<file path="config.mk">
export PLATFORM = sky130hd
export DESIGN_NAME = ex_muldiv
export DESIGN_NICKNAME = d
export VERILOG_FILES = /design/src/rtl/ex_muldiv.sv
export SDC_FILE = /design/constraint.sdc
export NUM_CORES = 2
export LEC_CHECK = 0
export CAP_MARGIN = 0
export CORE_AREA = 2 2 283 341
export CTS_CLUSTER_DIAMETER = 100
export DETAILED_ROUTE_END_ITERATION = 10
export DIE_AREA = 0 0 285 343
export PLACE_DENSITY = 0.8
export SLEW_MARGIN = 30
export SYNTH_ARGS = -nofsm -noshare
export SYNTH_HDL_FRONTEND = slang
export SYNTH_SLANG_ARGS = --single-unit
</file>
<file path="constraint.sdc">
create_clock -name clk_100MHz -period 7.2 [get_ports clk_100MHz]
set_input_delay 1.08 -clock clk_100MHz [delete_from_list [all_inputs] [get_ports clk_100MHz]]
set_output_delay 1.08 -clock clk_100MHz [all_outputs]
set_load 0.01 [all_outputs]
</file>
<file path="src/rtl/ex_muldiv.sv">
// ex_muldiv: RV32M EX-stage unit with a registered 2-cycle multiply and an iterative restoring divide.
// Holds the pipeline while busy, then presents one writeback beat to the EX result mux.
module ex_muldiv #(
    parameter int XLEN = 32
) (
    input  logic            clk_100MHz,
    input  logic            arst_n,
    input  logic [31:0]     inst_i,
    input  logic [XLEN-1:0] reg1_r_data_i,
    input  logic [XLEN-1:0] reg2_r_data_i,
    input  logic [4:0]      reg_w_addr_i,
    input  logic            jump_ena_i,
    output logic            hold_req_o,
    output logic            busy_o,
    output logic            wb_valid_o,
    output logic            reg_w_e_o,
    output logic [4:0]      reg_w_addr_o,
    output logic [XLEN-1:0] result_o
);
    localparam int CW = $clog2(XLEN);

    typedef enum logic [1:0] {IDLE, DIV_BUSY, DONE} state_t;

    state_t          r_state;
    logic [CW-1:0]   r_cnt;
    logic [4:0]      r_rd;
    logic            r_rem_sel;
    logic            r_neg_q;
    logic            r_neg_r;
    logic [XLEN-1:0] r_quot;
    logic [XLEN-1:0] r_rem;
    logic [XLEN-1:0] r_divisor;
    logic [XLEN-1:0] r_result;

    logic              w_go;
    logic              w_sgn;
    logic              w_ovf;
    logic              w_wb;
    logic              w_unused;
    logic [2:0]        w_f3;
    logic [2*XLEN-1:0] w_ma;
    logic [2*XLEN-1:0] w_mb;
    logic [2*XLEN-1:0] w_prod;
    logic [XLEN-1:0]   w_abs1;
    logic [XLEN-1:0]   w_abs2;
    logic [XLEN:0]     w_shift;
    logic [XLEN+1:0]   w_diff;
    logic [XLEN-1:0]   w_q_nx;
    logic [XLEN-1:0]   w_r_nx;
    logic [XLEN-1:0]   w_fin;

    assign w_f3  = inst_i[14:12];
    assign w_go  = arst_n && r_state == IDLE && !jump_ena_i &&
                   inst_i[6:0] == 7'b0110011 && inst_i[31:25] == 7'b0000001;
    assign w_sgn = !w_f3[0];
    assign w_ovf = w_sgn && reg1_r_data_i == {1'b1, {(XLEN-1){1'b0}}} && reg2_r_data_i == '1;

    // Extending to 2*XLEN makes a plain multiply equal the signed 33x33 product modulo 2^64
    assign w_ma   = {{XLEN{w_f3 != 3'b011 && reg1_r_data_i[XLEN-1]}}, reg1_r_data_i};
    assign w_mb   = {{XLEN{!w_f3[1] && reg2_r_data_i[XLEN-1]}}, reg2_r_data_i};
    assign w_prod = w_ma * w_mb;

    assign w_abs1 = (w_sgn && reg1_r_data_i[XLEN-1]) ? -reg1_r_data_i : reg1_r_data_i;
    assign w_abs2 = (w_sgn && reg2_r_data_i[XLEN-1]) ? -reg2_r_data_i : reg2_r_data_i;

    assign w_shift = {r_rem, r_quot[XLEN-1]};
    assign w_diff  = {1'b0, w_shift} - {2'b00, r_divisor};
    assign w_r_nx  = w_diff[XLEN+1] ? w_shift[XLEN-1:0] : w_diff[XLEN-1:0];
    assign w_q_nx  = {r_quot[XLEN-2:0], !w_diff[XLEN+1]};
    assign w_fin   = r_rem_sel ? (r_neg_r ? -w_r_nx : w_r_nx) : (r_neg_q ? -w_q_nx : w_q_nx);

    assign w_wb         = r_state == DONE && !jump_ena_i;
    assign hold_req_o   = w_go || (r_state == DIV_BUSY && !jump_ena_i);
    assign busy_o       = r_state != IDLE;
    assign wb_valid_o   = w_wb;
    assign reg_w_e_o    = w_wb && r_rd != 5'd0;
    assign reg_w_addr_o = w_wb ? r_rd : 5'd0;
    assign result_o     = w_wb ? r_result : '0;
    assign w_unused     = ^{inst_i[24:15], inst_i[11:7], w_diff[XLEN]};

    always_ff @(posedge clk_100MHz or negedge arst_n) begin
        if (!arst_n) begin
            r_state   <= IDLE;
            r_cnt     <= '0;
            r_rd      <= '0;
            r_rem_sel <= 1'b0;
            r_neg_q   <= 1'b0;
            r_neg_r   <= 1'b0;
            r_quot    <= '0;
            r_rem     <= '0;
            r_divisor <= '0;
            r_result  <= '0;
        end else begin
            case (r_state)
                IDLE: if (w_go) begin
                    r_rd      <= reg_w_addr_i;
                    r_rem_sel <= w_f3[1];
                    if (!w_f3[2]) begin
                        r_result <= (w_f3 == 3'b000) ? w_prod[XLEN-1:0] : w_prod[2*XLEN-1:XLEN];
                        r_state  <= DONE;
                    end else if (reg2_r_data_i == '0) begin
                        r_result <= w_f3[1] ? reg1_r_data_i : '1;
                        r_state  <= DONE;
                    end else if (w_ovf) begin
                        r_result <= w_f3[1] ? '0 : {1'b1, {(XLEN-1){1'b0}}};
                        r_state  <= DONE;
                    end else begin
                        r_quot    <= w_abs1;
                        r_divisor <= w_abs2;
                        r_rem     <= '0;
                        r_cnt     <= '0;
                        r_neg_q   <= w_sgn && (reg1_r_data_i[XLEN-1] ^ reg2_r_data_i[XLEN-1]);
                        r_neg_r   <= w_sgn && reg1_r_data_i[XLEN-1];
                        r_state   <= DIV_BUSY;
                    end
                end
                DIV_BUSY: if (jump_ena_i) begin
                    r_state <= IDLE;
                end else begin
                    r_quot <= w_q_nx;
                    r_rem  <= w_r_nx;
                    r_cnt  <= r_cnt + CW'(1);
                    if (r_cnt == CW'(XLEN-1)) begin
                        r_result <= w_fin;
                        r_state  <= DONE;
                    end
                end
                default: r_state <= IDLE;
            endcase
        end
    end
endmodule

</file>
# ---- Word-level counts from Yosys, hierarchy flattened
# Index checks and enable logic that the tools add are counted.
dict set report totals {
  mem_count 0
  mem_bits_rw 0
  out_inout_bits 41
  latchBits 0
  mem_bits_ro 0
  elab_cells 109
  reg_bits 143
}
dict set report classes {
  div 0
  n_bitwise 3
  n_shift 0
  muxes 43
  magnitude_cmp 0
  n_eq_ne 16
  n_reduce_logical 30
  mul 1
  addsub 6
}
# cell n
set ops {}
lappend ops {{$mux 32} 26}
lappend ops {{$pmux 32 s2} 3}
lappend ops {{$neg 32->32} 4}
lappend ops {{$eq 32x32->1 const B} 2}
lappend ops {{$mul 33x33->64} 1}
lappend ops {{$sub 33x32->34} 1}
lappend ops {{$logic_not 32->1} 1}
lappend ops {{$mux 5} 6}
lappend ops {{$logic_and 1x1->1} 14}
lappend ops {{$mux 2} 6}
lappend ops {{$ne 2x2->1 const B} 5}
lappend ops {{$pmux 5 s2} 1}
lappend ops {{$reduce_and 5->1} 2}
lappend ops {{$eq 7x1->1 const B} 1}
lappend ops {{$eq 7x6->1 const B} 1}
lappend ops {{$ne 3x2->1 const B} 2}
lappend ops {{$reduce_and 6->1} 1}
lappend ops {{$add 5x1->5 const B} 1}
lappend ops {{$eq 5x5->1 const B} 1}
lappend ops {{$reduce_bool 5->1} 1}
lappend ops {{$logic_not 1->1} 4}
lappend ops {{$ne 4x3->1 const B} 1}
lappend ops {{$pmux 2 s2} 1}
lappend ops {{$reduce_and 2->1} 2}
lappend ops {{other kinds (9)} 11}

# ---- Logic depth before layout (Yosys ltp)
dict set report depth {
  ltp_word 8
  ltp_mapped 32
  mapped_depth_nobuf 29
}

# ---- Least setup slack after synthesis
# OpenSTA, ideal clock, no wires.
dict set report synth_path {
  kind {in2reg}
  startpoint {input inst_i[14]}
  endpoint {register r_result[28]}
  slack_ns -2.715
  t_required_ns 7.120
  path_stages 30
  setup_ns 0.080
  path_buffers 4
  arrival_ns 9.835
  path_cell_list {clkbuf_1 > nand3b_1 > clkbuf_1 > and2_0 > clkbuf_1 > nand2_1 > fa_1 > inv_1 > fa_1 > fa_1 > inv_1 > fa_1 > inv_1 > fa_1 > fa_1 > fa_1 > inv_1 > fa_1 > inv_1 > ha_1 > clkbuf_1 > a21o_1 > a31o_1 > a221o_1 > or3_1 > o21ai_1 > a21boi_1 > or4_1 > a2111oi_0 > a2bb2oi_1}
}
dict set report synth_between {
  elab_chain_len 7
  elab_cells_between_ends 10
}
# item line
set synth_rtl {}
lappend synth_rtl {{from (decl)} 8} ;# input logic [31:0] inst_i,
lappend synth_rtl {{$ne 3x2->1} 59} ;# assign w_ma = {{XLEN{w_f3 != 3'b011 && reg1_r_data_i[XLEN-1]}}, reg1_r_data_i};
lappend synth_rtl {{$logic_and 1x1->1} 59}
lappend synth_rtl {{$mul 33x33->64} 61} ;# assign w_prod = w_ma * w_mb;
lappend synth_rtl {{$mux 32} 99} ;# r_result <= (w_f3 == 3'b000) ? w_prod[XLEN-1:0] : w_prod[2*XLEN-1:XLEN];
lappend synth_rtl {{$mux 32} 98} ;# if (!w_f3[2]) begin
lappend synth_rtl {{$mux 32} 95} ;# IDLE: if (w_go) begin
lappend synth_rtl {{$pmux 32 s2} 94} ;# case (r_state)
lappend synth_rtl {{to (signal assigned)} 99}
lappend synth_rtl {{to (signal assigned)} 102} ;# r_result <= w_f3[1] ? reg1_r_data_i : '1;
lappend synth_rtl {{to (signal assigned)} 105} ;# r_result <= w_f3[1] ? '0 : {1'b1, {(XLEN-1){1'b0}}};
lappend synth_rtl {{to (decl)} 33} ;# logic [XLEN-1:0] r_result;
# Several ways; a longest one is shown, not always the timed one. The select of a mux whose other input is x is not followed.
# A chain may end at the register's enable or synchronous reset.

# ---- Final worst setup path
dict set report layout_path {
  startpoint {input reg2_r_data_i[16]}
  endpoint {register r_result[28]}
}
dict set report layout_between {
  elab_chain_len 5
  elab_cells_between_ends 11
}
# item line
set layout_rtl {}
lappend layout_rtl {{from (decl)} 10} ;# input logic [XLEN-1:0] reg2_r_data_i,
lappend layout_rtl {{$mul 33x33->64 / $logic_not 32->1 (equally long branches)} {61, 101}}
lappend layout_rtl {{$mux 32 (on tied branches)} {99, 101}}
lappend layout_rtl {{$mux 32} 98}
lappend layout_rtl {{$mux 32} 95}
lappend layout_rtl {{$pmux 32 s2} 94}
# Several ways; a longest one is shown, not always the timed one. The select of a mux whose other input is x is not followed.

==> metrics.cfg <==
[drt]
route.detailed.drc=3
drt-vias-per-instance=6.19
vias=47500
drt-initial-drc-count=5892
wire_per_inst_um=25.9
drt_wl_total_um=198000
drtPass1Iterations=11
ant_nets=0

[synthesis]
synth-simple-area-share_pct=17.3
synth_area_um2=50500
yosys-top-cells-area=fa_1 45%, inv_1 8.5%, dfrtp_1 7.1%
yosysUniqueCellTypes=97
synth-main-ff-cell=dfrtp_1
synth_cells=5811
synth_seq_cells=143
synth_enable_flop_cells=0
synth_top_family_by_area=adder cells
synthAdderAreaFrac_pct=50.9
synth.avg_cell_area_um2=8.69
yosysSeqAreaShare_pct=7.08
synth_compound_area_share_pct=9.47
ys_warn_count=0
async_flop_share_pct=100
synth.largest_area_cell=fa_1
muxShareOfSynthArea_pct=0.701
yosysTopAreaCellShare_pct=44.6
synth_xor_area_share_pct=3.29
synth_nets=7293

[global_routing]
use_met3_pct=13.1
grt_pass1_wl_um=294000
grt-ovfl-total=0
use_met2_pct=61.5
busiest_layer=met2
antenna_found_initial=19
grt_max_degree=81
first_global_vias=50500
grt.total_usage_pct=39.9
globalRouteMet1Util_pct=45.9

[final_layout]
final_common_cell=inv_1
nFillCells=6687
area_growth_pct=24.0
finalNetCount=7871
post_layout_nonfiller_instances=7674
layout_common_cells=1053 x inv_1, 1050 x fa_1, 862 x nand2_1, 607 x buf_4, 371 x and2_1
post-route-cell-area_um2=62600
drive_above_1_share_pct=21.3

[floorplan]
die_w_um=285
die_h_um=343
initial_core_util_pct=53.4
core_area_um2=94600
std_cell_rows=124
ios=145
die_area_um2=97800

[status]
violations=design-rule violations, negative setup slack
status=finished, violations left

[sta]
min_period_ns=9.02
drv_slew=0
max_freq_mhz=111
setup_ws_ns=-1.82
finalHoldViolCount=0
fin_crit_sh_pct=125
slew_headroom_pct=25.7
hold_slack_ns=0.475
setup_viol=32
worstMarginPinSlew_ns=1.11
fin_skew_ns=0.0163
rsz0062_at_grt=yes
tns_ns=-47.21

[placed_design]
gp_congestion=0.968
dp.cells=7444
place_hpwl_um=139000
io_buffer_count=129
postPlaceCellArea_um2=58000

[clocking]
cts_sinks=143
insertion_delay_ns=0.45
cts_made_buffers=17
cts_root_buf=clkbuf_16
clkSlewWorstSetupHoldPaths_ns=0.06
cts_buffer_depth=2
h-tree-depth=4
cts_tree=yes
ctsHoldBuffers=0

[worst_hold_path]
min_from=r_result[11]
min_to=r_result[11]
holdPathStages=2
hp-class=reg -> reg

[setup_path]
r2r-end=r_result[28]
crit_path_start_kind=primary input
rr_startpoint=r_rem[19]
cp.required_ns=7.57
worstPathArrival_ns=9.39
reg2regPathDepth=17
path_class=in -> reg
cp-end-kind=flop
cp_max_fo=9
r2r_setup_slack_ns=1.31
startpoint=reg2_r_data_i[16]

[flow_run]
cap_viol_max_count=0

registers in the layout, summed over array words and instances, names as in the netlist:
| name | flops |
|---|---|
| r_divisor | 32 |
| r_quot | 32 |
| r_rem | 32 |
| r_result | 32 |
| r_cnt | 5 |
| r_rd | 5 |
| r_state | 2 |
| r_neg_q | 1 |
| r_neg_r | 1 |
| r_rem_sel | 1 |
timing repair:
action	4_1_cts	5_1_grt
pin swaps	259	127
resized for setup	558	206
setup endpoints to repair	32	32
gates cloned	21	3
buffers inserted	149	35
synth_stat cells (all sizes together) (11+ instances only):
master / n
and3: 30
nand4: 27
nor2b: 17
nor4: 19
o22ai: 23
ha: 252
or3: 25
a21o: 50
o211ai: 25
or4: 11
mux2: 11
and2: 409
o41ai: 12
nand3: 56
nor2: 203
nand2b: 32
clkbuf: 280
fa: 1126
a221oi: 16
a21oi: 151
a31oi: 32
o21a: 12
xor2: 86
o221a: 11
or2: 13
nor3: 54
inv: 1139
buf: 92
dfrtp: 143
o31ai: 36
nand2: 895
o21ai: 202
xnor2: 104
mux2i: 23
a211oi: 30
how the worst max path moves through the flow:
stage	end	depth (start not counted)	slack, ns
6_report	r_result[28]	27	-1.82
5_1_grt	r_result[28]	27	-1.93
4_1_cts	r_result[28]	30	-1.72
3_5_place_dp	r_result[28]	29	-2.47
3_3_place_gp	r_result[28]	30	-2.36
2_1_floorplan	r_result[28]	29	-2.06
area by class of cell:
class                   count  area (µm²)  share of cell area (%)
repair buffers            931        9370                    15.0
flip-flops and latches    143        3580                    5.71
well taps                1260        1580                    2.52
multi-input cells        4154       43200                    68.9
inverters                1142        4300                    6.87
clock inverters            13         153                   0.244
clock buffers              19         453                   0.723
diodes                     12        30.0                  0.0479
routing by layer:
metal  up-vias  share of wire (%)
met5         -              0.089
met4        18                 10
met3      1404                 14
met2      3772                 44
met1     23300                 32
li1      19000                  -
per-stage QoR:
| step | worst slack, ns | util, % |
|---|---|---|
| 2_1_floorplan | -2.06 | - |
| 3_3_place_gp | -2.36 | 61.2 |
| 3_5_place_dp | -2.47 | 61.2 |
| 4_1_cts | -1.72 | 65.4 |
| 5_1_grt | -1.93 | 66.2 |
| 6_report | -1.82 | 66.2 |
cell families after synthesis:
family / count (synthesis)
multiplexers: 34
buffers and inverters: 1514
AND/OR/NAND/NOR: 1830
XOR/XNOR: 190
AO/OA/AOI/OAI: 722
flip-flops: 143
adder cells (fa/ha/maj): 1378
worst max-delay path, cell delays in order:
cell,delay [ns]
buf_2,0.18
buf_12,0.19
buf_6,0.22
nand2_1,0.27
fa_1,0.81
fa_1,0.62
inv_1,0.05
fa_1,0.50
inv_1,0.06
fa_1,0.49
fa_1,0.51
fa_1,0.57
inv_2,0.05
fa_2,0.54
fa_2,0.47
ha_4,0.19
a21o_1,0.20
o21bai_4,0.17
a221oi_2,0.29
nor2_1,0.10
nor3_2,0.30
o32ai_4,0.16
o21ai_4,0.21
a21boi_2,0.08
or4_4,0.43
a2111oi_4,0.41
a2bb2oi_2,0.16
Power is not shown: default switching activity piles up to over one toggle a cycle in this logic, so the estimate is an artifact.
